`src/rtl/irq_pc_seq_pkg.sv`:
```
//
// irq_pc_seq_pkg
// Shared definitions for the interrupt PC sequencer.
//   - PC pre-control codes consumed by the PC generator
//     (PC_IGN / PC_KEP / PC_IRQ / PC_RST)
//   - sequencer state encoding (S_RST / S_RUN / S_FLUSH / S_VEC / S_ISR)
//   - helpers that map a state to its pre-control code and
//     compute a vector address
//
`timescale 1ns/1ps

package irq_pc_seq_pkg;

    // Pre-control codes. These values are already decoded by the PC generator.
    localparam logic [3:0] PC_IGN = 4'b0000;
    localparam logic [3:0] PC_KEP = 4'b0001;
    localparam logic [3:0] PC_IRQ = 4'b0010;
    localparam logic [3:0] PC_RST = 4'b0100;

    typedef enum logic [2:0] {
        S_RST   = 3'd0,
        S_RUN   = 3'd1,
        S_FLUSH = 3'd2,
        S_VEC   = 3'd3,
        S_ISR   = 3'd4
    } state_t;

    // Each state drives exactly one pre-control code.
    function automatic logic [3:0] state_prectl(input state_t s);
        logic [3:0] code;
        code = PC_IGN;
        case (s)
            S_RST:   code = PC_RST;
            S_FLUSH: code = PC_KEP;
            S_VEC:   code = PC_IRQ;
            default: code = PC_IGN;
        endcase
        return code;
    endfunction

    // Vector address of line idx; the sum wraps at 32 bits.
    function automatic logic [31:0] vec_addr(input logic [31:0] base,
                                             input logic [2:0]  idx,
                                             input int unsigned stride);
        return base + (32'(idx) * 32'(stride));
    endfunction

endpackage

```
`src/rtl/irq_pc_seq_prio.sv`:
```
//
// irq_prio_enc
// Fixed-priority encoder; the lowest set index wins. Purely combinational.
// Ports:
//   req    in  N  request vector (already masked by the caller)
//   valid  out 1  at least one request present
//   idx    out 3  index of the winning request
//
`timescale 1ns/1ps

module irq_prio_enc #(
    parameter int N = 4
) (
    input  logic [N-1:0] req,
    output logic         valid,
    output logic [2:0]   idx
);

    // Scan from the top down so the lowest set bit is the last writer.
    always_comb begin
        valid = 1'b0;
        idx   = 3'd0;
        for (int i = N - 1; i >= 0; i--) begin
            if (req[i]) begin
                valid = 1'b1;
                idx   = 3'(i);
            end
        end
    end

endmodule

```
`src/rtl/irq_pc_seq.sv`:
```
//
// irq_pc_seq
// Drives the PC pre-control code into the PC generator: holds PC_RST after
// reset, drains the pipeline with PC_KEP before vectoring, issues PC_IRQ with
// the vector address, and tracks the handler until eret.
//
// Configuration macro: IRQ_EDGE_EN
//   defined   - requests are rising-edge triggered and held in a pending
//               register until acknowledged (edges during a handler are kept)
//   undefined - requests are level-sensitive with no pending storage
//
// Ports:
//   clk        in  1     system clock
//   rst        in  1     asynchronous active-high reset
//   pause      in  1     global stall; freezes the sequencer
//   irq_req    in  NIRQ  interrupt request lines
//   irq_en     in  NIRQ  per-line enable mask
//   in_dslot   in  1     fetch-stage instruction is a delay slot
//   eret       in  1     return-from-interrupt decoded this cycle
//   pc_i       in  32    current PC
//   pc_prectl  out 4     PC pre-control code
//   irq_addr   out 32    vector address to the PC generator
//   zz_spc     out 32    saved return PC
//   irq_ack    out NIRQ  one-hot, one-cycle acknowledge
//   in_isr     out 1     handler active
//
`timescale 1ns/1ps

module irq_pc_seq
    import irq_pc_seq_pkg::*;
#(
    parameter int          NIRQ         = 4,
    parameter int          RST_CYCLES   = 4,
    parameter int          FLUSH_CYCLES = 3,
    parameter logic [31:0] IRQ_BASE     = 32'h0000_0050,
    parameter int          VEC_STRIDE   = 16
) (
    input  logic            clk,
    input  logic            rst,
    input  logic            pause,
    input  logic [NIRQ-1:0] irq_req,
    input  logic [NIRQ-1:0] irq_en,
    input  logic            in_dslot,
    input  logic            eret,
    input  logic [31:0]     pc_i,
    output logic [3:0]      pc_prectl,
    output logic [31:0]     irq_addr,
    output logic [31:0]     zz_spc,
    output logic [NIRQ-1:0] irq_ack,
    output logic            in_isr
);

    localparam int CNT_MAX = (RST_CYCLES > FLUSH_CYCLES) ? RST_CYCLES : FLUSH_CYCLES;
    localparam int CNT_W   = (CNT_MAX > 1) ? $clog2(CNT_MAX) : 1;

    state_t            state, state_next;
    logic [CNT_W-1:0]  cnt, cnt_next;
    logic [2:0]        idx_q, idx_next;
    logic [31:0]       spc_next;
    logic [31:0]       addr_next;
    logic [NIRQ-1:0]   ack_next;
    logic [NIRQ-1:0]   pend;
    logic [NIRQ-1:0]   ack_onehot;
    logic              win_valid;
    logic [2:0]        win_idx;

`ifdef IRQ_EDGE_EN
    logic [NIRQ-1:0] req_prev;
    logic [NIRQ-1:0] pend_q;

    // Edge-triggered pending bits. The edge detector keeps running during
    // pause and during a handler so that no edge is missed; a bit clears
    // when its acknowledge is on the output, and a fresh edge wins over it.
    always_ff @(posedge clk or posedge rst) begin
        if (rst) begin
            req_prev <= '0;
            pend_q   <= '0;
        end else begin
            req_prev <= irq_req;
            pend_q   <= (pend_q & ~irq_ack) | (irq_req & ~req_prev);
        end
    end

    assign pend = pend_q;
`else
    // Level-sensitive: a line counts only while it is held high.
    assign pend = irq_req;
`endif

    irq_prio_enc #(
        .N (NIRQ)
    ) u_prio (
        .req   (pend & irq_en),
        .valid (win_valid),
        .idx   (win_idx)
    );

    // Acknowledge pattern for the latched winner.
    always_comb begin
        ack_onehot = '0;
        for (int k = 0; k < NIRQ; k++) begin
            ack_onehot[k] = (idx_q == 3'(k));
        end
    end

    // Next-state logic. Under pause nothing advances and the acknowledge
    // falls to zero. S_VEC only moves on once an acknowledge has actually
    // been on the output in an unpaused cycle, so an ack cut short by pause
    // gets re-issued when pause drops.
    always_comb begin
        state_next = state;
        cnt_next   = cnt;
        idx_next   = idx_q;
        spc_next   = zz_spc;
        addr_next  = irq_addr;
        ack_next   = '0;
        if (!pause) begin
            case (state)
                S_RST: begin
                    if (cnt == CNT_W'(RST_CYCLES - 1)) begin
                        state_next = S_RUN;
                        cnt_next   = '0;
                    end else begin
                        cnt_next = cnt + CNT_W'(1);
                    end
                end
                S_RUN: begin
                    if (win_valid && !in_dslot) begin
                        idx_next   = win_idx;
                        spc_next   = pc_i;
                        cnt_next   = '0;
                        state_next = S_FLUSH;
                    end
                end
                S_FLUSH: begin
                    if (cnt == CNT_W'(FLUSH_CYCLES - 1)) begin
                        state_next = S_VEC;
                        cnt_next   = '0;
                        addr_next  = vec_addr(IRQ_BASE, idx_q, VEC_STRIDE);
                        ack_next   = ack_onehot;
                    end else begin
                        cnt_next = cnt + CNT_W'(1);
                    end
                end
                S_VEC: begin
                    if (irq_ack != '0) begin
                        state_next = S_ISR;
                    end else begin
                        addr_next = vec_addr(IRQ_BASE, idx_q, VEC_STRIDE);
                        ack_next  = ack_onehot;
                    end
                end
                S_ISR: begin
                    if (eret) begin
                        state_next = S_RUN;
                    end
                end
                default: begin
                    state_next = S_RST;
                    cnt_next   = '0;
                end
            endcase
        end
    end

    // State and output registers. pc_prectl and in_isr are registered from
    // the next state, so they always describe the state currently held.
    always_ff @(posedge clk or posedge rst) begin
        if (rst) begin
            state     <= S_RST;
            cnt       <= '0;
            idx_q     <= 3'd0;
            zz_spc    <= 32'd0;
            irq_addr  <= IRQ_BASE;
            irq_ack   <= '0;
            pc_prectl <= PC_RST;
            in_isr    <= 1'b0;
        end else begin
            state     <= state_next;
            cnt       <= cnt_next;
            idx_q     <= idx_next;
            zz_spc    <= spc_next;
            irq_addr  <= addr_next;
            irq_ack   <= ack_next;
            pc_prectl <= state_prectl(state_next);
            in_isr    <= (state_next == S_ISR);
        end
    end

endmodule
```
`config.mk`:
```
export PLATFORM = sky130hd
export DESIGN_NAME = irq_pc_seq
export DESIGN_NICKNAME = d
export VERILOG_FILES = /design/src/rtl/irq_pc_seq_pkg.sv /design/src/rtl/irq_pc_seq_prio.sv /design/src/rtl/irq_pc_seq.sv
export SDC_FILE = /design/constraint.sdc
export NUM_CORES = 1
export LEC_CHECK = 0
export ABC_AREA = 1
export CAP_MARGIN = 20
export CORE_UTILIZATION = 39
export CTS_BUF_LIST = sky130_fd_sc_hd__clkbuf_8
export DETAILED_ROUTE_END_ITERATION = 10
export GPL_TIMING_DRIVEN = 0
export PLACE_DENSITY = 0.88
export SLEW_MARGIN = 20
export SYNTH_ARGS = -nofsm -noshare
export SYNTH_HDL_FRONTEND = slang
export SYNTH_HIERARCHICAL = 1
export SYNTH_SLANG_ARGS = --single-unit
```
`constraint.sdc`:
```
create_clock -name clk -period 1.65 [get_ports clk]
set_input_delay 0.33 -clock clk [delete_from_list [all_inputs] [get_ports clk]]
set_output_delay 0.33 -clock clk [all_outputs]
set_load 0.05 [all_outputs]
```
==> results by stage, run 1 <==
Yosys:
- The post-synthesis instance area is 0.00260 mm2.
- For this run, asynchronously set or reset flops after synthesis account for 100%.
- A synthesized cell averages 10.9 um2.
- After technology mapping, the gate count stands at 240.
- The dominant cell by count in the synthesized netlist is dfrtp_1.
- In the synthesized netlist the dominant register cell turns out to be dfrtp_1.
- Sequential cells were found to cover 50.1% of the synthesized design area.
- By area the synthesized netlist is led by dfrtp_1 47%, buf_4 8.9%, mux2_2 8.6%.
- The synthesized design contains 52 register bits.
- In this run, synthesis inferred 0 flip-flops with an integrated enable.
- After synthesis, the largest area contributor takes up 47.1% of total cell area.
- The Yosys warning count is 6.
- By count the netlist is led by 49 x dfrtp_1, 31 x buf_4, 30 x nand2_1.
- The number of distinct standard cells referenced by the synthesized netlist is 23.
- The top cell type by total area after synthesis is dfrtp_1.

Min path:
- The path class of the tightest hold or removal check is primary input to asynchronous set/reset pin.

Placed design:
- The setup slack after placement is -0.490 ns.
- The detailed placement HPWL is 4170 um.
- The placed cell area is 0.00371 mm2.
- Routability-driven placement finished with a final weighted congestion of 0.802.
- The count of input and output buffers is 88.

GRT:
- After global routing the overflow that remains totals 0.
- The via count of the first global-routing pass was 2000.
- The global-route wire length before repair is 8950 um.
- Entering global routing, the biggest net connects 36 pins.
- The global-route usage over all layers is 16.0%.
- The initial antenna violation count is 0.

Route:
- The count of antenna-violating nets left after detailed routing is 0.
- The number of DRC markers in iteration 0 is 82.
- The pre-antenna-repair detailed-routing pass consisted of 4 iterations.
- The detailed router placed 1972 vias in this run.
- After detailed routing, the number of vias per cell comes to 4.37.
- Wires add up to 5520 um.
- After detailed routing, the average wire length per cell comes to 12.2 um.
- The post-route DRC violation count is 0.

Finish:
- The number of antenna repair diodes is 0.
- The share of layout cells above drive strength 1 is 30.5%.
- After routing the design area is 0.00391 mm2.
- The layout has 553 filler cells.
- The number of nets at the end of the flow is 427.
- The area added between synthesis and finish is 50.2%.

Setup path:
- The data arrival time of the critical path is 1.77 ns.
- Across all register-to-register paths, the minimum setup slack is 0.06 ns.
- The signal on the critical path passes through buf_4, nor3_4, nand3_4, buf_4, bufbuf_16, mux2_2.
- The worst flop-to-flop path startpoint is state[2]$_DFF_PP0_.
- STA classifies the critical path endpoint as a flop.
- The worst reg2reg path endpoint is zz_spc[25]$_DFFE_PP0P_.
- The launching element of the worst setup path is state[2]$_DFF_PP0_.
- For this run, the slowest stage of the critical path takes 0.38 ns.
- By startpoint and endpoint, the worst setup path is classified as flop to flop.
- Along the worst path, the maximum fanout reaches 10.
- The number of cell instances on the worst register-to-register path is 6.
- The cell that appears most often on the critical path is buf_4.
- The worst setup path is launched from a flop.
- The slowest stage of the critical path belongs to the cell dfrtp_1.
- The last element of the critical path is zz_spc[25]$_DFFE_PP0P_.
- Data on the critical path is required at its endpoint by 1.83 ns.

Power and ir drop:
- Summing internal, switching and leakage power gives 0.00660 W.
- The worst-case IR drop observed on VDD is 0.00122 V.
- Summed over all cells, the static leakage comes to 2.11 nW.
- In this run the power density over the cells is 1690 mW/mm2.

STA:
- The total negative slack for setup checks is 0 ns.
- After layout, the minimum clock period comes to 1.59 ns.
- The setup slack of the critical path after layout is 0.0568 ns.
- Setup repair after global routing could not meet its margin everywhere.
- The clock skew after layout is 0.0150 ns.
- The worst max-slew margin expressed relative to the limit is 64.2%.
- The number of hold violations in the final report is 0.
- The final number of setup-violating endpoints is 0.
- At the pin with the least slew margin, the transition time is 0.539 ns.
- The final number of max-transition violations is 0.
- Static timing analysis puts the maximum clock frequency at 628 MHz.
- The part of the cycle the worst path needs is 96.6%.

CTS:
- TritonCTS built the clock tree.
- The clock insertion delay at the later pin of the skew report is 0.30 ns.
- In this run the number of H-tree levels came out at 2.
- No sink is reached through more buffers than the 2 on the longest clock path.
- The total clock sinks is 52.
- For this design, the CTS-stage hold fixing added 0 buffers.
- Counting the buffers created by CTS gives 5.
- The clock transition time at the flip-flop clock pins of the worst setup and hold paths is 0.10 ns.
- Clock tree synthesis selected as its root buffer the cell clkbuf_8.

Floorplanning:
- The die is 83.7 um tall.
- The floorplan has 29 rows.
- The floorplan step defined a die boundary enclosing 0.00701 mm2.
- The die width is 83.7 um.
- Once the floorplan was initialized, standard cells occupied 40.8% of the core.
- The total area inside the core boundary comes to 0.00639 mm2.
- The top-level port count is 118.

Status:
- The flow ran to the end, and the final reports show no timing, DRC or antenna violations.

Run:
- Max-cap violations in this run came to 0.
worst min path at each step:
stage | from | to | slack (ns) | cells past startpoint
after global routing | rst | zz_spc[15]$_DFFE_PP0P_ | 0.36 | 2
final | rst | zz_spc[15]$_DFFE_PP0P_ | 0.33 | 2
after CTS | rst | zz_spc[15]$_DFFE_PP0P_ | 0.34 | 2
after detailed placement | irq_addr[7]$_DFFE_PP0P_ | irq_addr[7]$_DFFE_PP0P_ | 0.48 | 2
after global placement | irq_addr[7]$_DFFE_PP0P_ | irq_addr[7]$_DFFE_PP0P_ | 0.48 | 2
after floorplan | pc_i[10] | zz_spc[10]$_DFFE_PP0P_ | 0.48 | 1
power by group:
part	switching (W)	total (W)	internal (W)
clock	0.000418	0.000720	0.000302
combinational	0.00253	0.00376	0.00122
sequential	0.000297	0.00212	0.00182
total	0.00325	0.00660	0.00335
critical path: cells and delay by family (launching register included):
| kind | cells | cell delay, ns |
|---|---|---|
| buf+inv | 3 | 0.58 |
| mux | 1 | 0.26 |
| flops | 1 | 0.38 |
| simple gates | 2 | 0.28 |
cell usage in the layout (no fill, tap or decap), drive strengths merged, types with 6 or more instances in the layout:
master	netlist	final
dfrtp	49	49
dlygate4sd2	0	47
buf	36	45
clkdlybuf4s50	0	36
mux2	34	34
conb	2	30
nand2	30	30
inv	22	23
nor2	22	22
nand3	13	13
ha	9	9
a21oi	7	7
nor3	6	6
clkbuf	0	6
sequential cells by signal, summed over array words and instances (netlist names):
name	count
zz_spc	32
irq_ack	4
irq_addr	4
idx_q	3
pc_prectl	3
state	3
cnt	2
in_isr	1
metrics by stage:
| stage | hold slack [ns] | instances | util [%] |
|---|---|---|---|
| 5_1_grt | 0.361 | 451 | 61.3 |
| 4_1_cts | 0.337 | 450 | 60.7 |
| 3_5_place_dp | 0.483 | 434 | 58.1 |
| 3_3_place_gp | 0.484 | 433 | 57.7 |
| 2_1_floorplan | 0.479 | 268 | - |
| 6_report | 0.326 | 451 | 61.3 |
layout make-up:
| type | count | area, um2 | area share [%] |
|---|---|---|---|
| buffer | 36 | 294 | 7.52 |
| clock buffer | 5 | 68.8 | 1.76 |
| clock inverter | 3 | 21.3 | 0.544 |
| inverter | 22 | 82.6 | 2.11 |
| multi-input combinational | 158 | 1080 | 27.7 |
| sequential | 52 | 1310 | 33.4 |
| tap | 77 | 96.3 | 2.46 |
| timing repair buffer | 98 | 961 | 24.6 |
per-layer routing:
layer  share of wire [%]  routed length [um]  global-route usage [%]  vias to the layer above
li1                    -                   -                       -                      981
met1                  39                2180                    18.2                      921
met2                  54                2990                    29.6                       59
met3                 4.5                 250                    3.46                       11
met4                 1.9                 103                    5.39                        0
met5                   0                   0                       0                        -
logic make-up (layout without fill, tap and decap cells):
logic type,count (synthesis),in the layout,share of synthesized area [%]
multiplexers,34,34,16.7
AO/OA/AOI/OAI,11,11,2.26
AND/OR/NAND/NOR,74,74,12.5
buffers and inverters,58,164,13.8
flip-flops,52,52,50.1
adder cells (fa/ha/maj),9,9,4.32
other,2,30,0.288
timing repair:
item                       CTS  global route
cloned                       2             0
buffers inserted             6             1
pin swaps                    6             4
setup endpoints to repair   68            41
gates resized for setup     69            14
(Power assumes the default switching activity.)
==> inputs of run 2 (changes only) <==
- MAX_ROUTING_LAYER: unset -> met4
==> results by stage, run 2 (synthesis results as in run 1) <==
Placed design:
- The count of input and output buffers was 88 (unchanged).
- The setup slack after placement is -0.490 ns (unchanged).
- The detailed placement HPWL is 4170 um (unchanged).
- The global placement routability congestion is 0.813 (+1.4%).

CTS:
- The tree is rooted in a clkbuf_8.
- TritonCTS built the clock tree.
- The maximum root-to-sink buffer count came to 2 (unchanged).
- The clock insertion delay at the later pin of the skew report is 0.30 ns (about the same).
- The clock transition time at the flip-flop clock pins of the worst setup and hold paths is 0.10 ns (about the same).
- The total clock sinks is 52 (unchanged).
- The number of H-tree levels is 2 (unchanged).
- The count of hold buffers inserted by post-cts repair is 0 (unchanged).
- The number of CTS-inserted buffers came to 5 (unchanged).

Setup path:
- The critical path is of the flop to flop type.
- The data arrival time of the critical path is 1.77 ns (about the same).
- The kind of capture point of the worst setup path is a flop.
- The launching element of the worst setup path is state[2]$_DFF_PP0_.
- The peak per-stage delay on the critical path is 0.38 ns (about the same).
- Among all stages on the critical path, the largest delay is contributed by dfrtp_1.
- The most numerous cell on the critical path is buf_4.
- The maximum fanout along the worst path was 10 (unchanged).
- STA classifies the critical path startpoint as a flop.
- The data required time of the critical path is 1.83 ns (about the same).
- The startpoint identified for the worst register-to-register timing path is state[2]$_DFF_PP0_.
- Traced cell by cell, the critical path runs through buf_4, nor3_4, nand3_4, buf_4, bufbuf_16, mux2_2.

STA:
- The setup slack of the critical path after layout is 0.0561 ns (-0.000716 ns).
- The maximum achievable frequency is 627 MHz (about the same).
- The number of hold violations in the final report is 0 (unchanged).
- The worst max-slew margin expressed relative to the limit is 64.2% (unchanged).
- The final number of setup-violating endpoints is 0 (unchanged).
- The slew of the pin with the lowest slew margin is 0.539 ns (unchanged).
- The final number of max-transition violations was 0 (unchanged).
- The part of the cycle the worst path needs is 96.6% (about the same).
- Setup repair after global routing could not meet its margin everywhere.
- The final critical delay including setup and external delays is 1.59 ns (+0.000716 ns).
- The total negative slack for setup checks is 0 ns (unchanged).
- The clock skew after layout came to 0.0163 ns (+0.00128 ns).

GRT:
- The global-route usage over all layers is 16.5% (+0.46 points).
- The global route total overflow was 0 (unchanged).
- The via count of the first global-routing pass is 2014 (+0.70%).
- The global-route wire length before repair is 8940 um (about the same).
- The initial antenna violation count came to 0 (unchanged).
- The largest net degree at the start of global routing is 36 (unchanged).

Floorplanning:
- The top-level port count is 118 (unchanged).
- The floorplan die height is 83.7 um (unchanged).
- The site row count came to 29 (unchanged).
- The die width is 83.7 um (unchanged).
- The area of the core was 0.00639 mm2 (unchanged).
- The overall die area was 0.00701 mm2 (unchanged).
- The effective utilization at floorplan is 40.8% (unchanged).

Route:
- The routed length per instance is 12.3 um (+0.16%).
- The count of antenna-violating nets left after detailed routing is 0 (unchanged).
- The number of DRC markers in iteration 0 is 87 (+6.1%).
- The via density per instance is 4.37 (about the same).
- The total iterations of the first detailed-routing run is 4 (unchanged).
- The post-route DRC violation count is 0 (unchanged).
- The via count of the routed design is 1971 (-0.051%).
- The total wire length after detailed routing was 5530 um (+0.16%).

Power and ir drop:
- The leakage power total is 2.11 nW (unchanged).
- The power density over cell area was 1690 mW/mm2 (about the same).
- The peak ir drop on the vdd network is 0.00122 V (about the same).
- The post-route total power is 0.00660 W (about the same).

Finish:
- The number of nets at the end of the flow is 427 (unchanged).
- The final standard cell utilization of the core is 61.3% (unchanged).
- The number of antenna repair diodes is 0 (unchanged).
- The library cell used most frequently in the layout, excluding fill and tap cells, is dfrtp_1.
- The largest registers in the layout are zz_spc (32), irq_ack (4), irq_addr (4).
- The share of layout cells above drive strength 1 is 30.5% (unchanged).
- Ranked by flip-flop count, first place goes to zz_spc.
- The library cells used most frequently in the layout, excluding fill and tap cells, are 48 x dfrtp_1, 47 x dlygate4sd2_1, 39 x buf_4, 36 x clkdlybuf4s50_1, 30 x conb_1.
- The area added between synthesis and finish is 50.2% (unchanged).
- The number of flip-flops in the largest register came to 32 (unchanged).

Status:
- The run finished with clean final reports.

Run:
- The max-capacitance violation count is 0 (unchanged).

Min path:
- In this run the worst hold path is classified as primary input to asynchronous set/reset pin.
run 2: report_power, final:
part | switching [W] | internal [W]
sequential | 0.000297 | 0.00182
combinational | 0.00254 | 0.00122
clock | 0.000421 | 0.000302
run 2: area by class of cell:
cell class | instances | area [um2]
Clock buffer | 5 | 68.8
Fill cell | 553 | 2470
Inverter | 22 | 82.6
Clock inverter | 3 | 21.3
Timing Repair Buffer | 98 | 961
Multi-Input combinational cell | 158 | 1080
Buffer | 36 | 294
Sequential cell | 52 | 1310
Tap cell | 77 | 96.3
run 2: critical path, delay by kind of cell, from the launching register on:
kind,cells,cell delay [ns]
flops,1,0.38
simple gates,2,0.28
buf+inv,3,0.58
mux,1,0.26
run 2: timing repair:
item	CTS	global route
cloned	2	0
setup endpoints to repair	68	41
pin swaps	6	4
gates resized for setup	69	14
setup buffers	6	1
endpoints found under the hold margin	0	0
run 2: path summary, 6_finish.rpt:
path / to / slack (ns) / cells after the start
max: zz_spc[25]$_DFFE_PP0P_ / 0.06 / 6
min: zz_spc[15]$_DFFE_PP0P_ / 0.33 / 2
max reg2reg: zz_spc[25]$_DFFE_PP0P_ / 0.06 / 6
min reg2reg: zz_spc[20]$_DFFE_PP0P_ / 0.51 / 1
max in group asynchronous: irq_addr[4]$_DFFE_PP1P_ / 0.75 / 3
min in group clk: zz_spc[20]$_DFFE_PP0P_ / 0.51 / 1
run 2: metal layers:
metal,GRT usage (%),vias up,part of all wire (%)
met4,5.39,0,1.9
met3,3.26,11,4.2
met1,18.3,920,40
met2,29.6,59,54
li1,-,981,-
met5,-,-,0
run 2: per-stage QoR:
step | cell area (um2) | instances | hold slack, ns
global placement | 3690 | 433 | 0.484
floorplan | 2710 | 268 | 0.479
detailed placement | 3710 | 434 | 0.483
finish | 3910 | 451 | 0.326
global route | 3910 | 451 | 0.361
CTS | 3880 | 450 | 0.337
==> inputs of run 3 (changes only) <==
- ABC_CLOCK_PERIOD_IN_PS: unset -> 1650
==> results of run 3 <==
The final DEF is identical to that of run 2; final timing and power are the same.
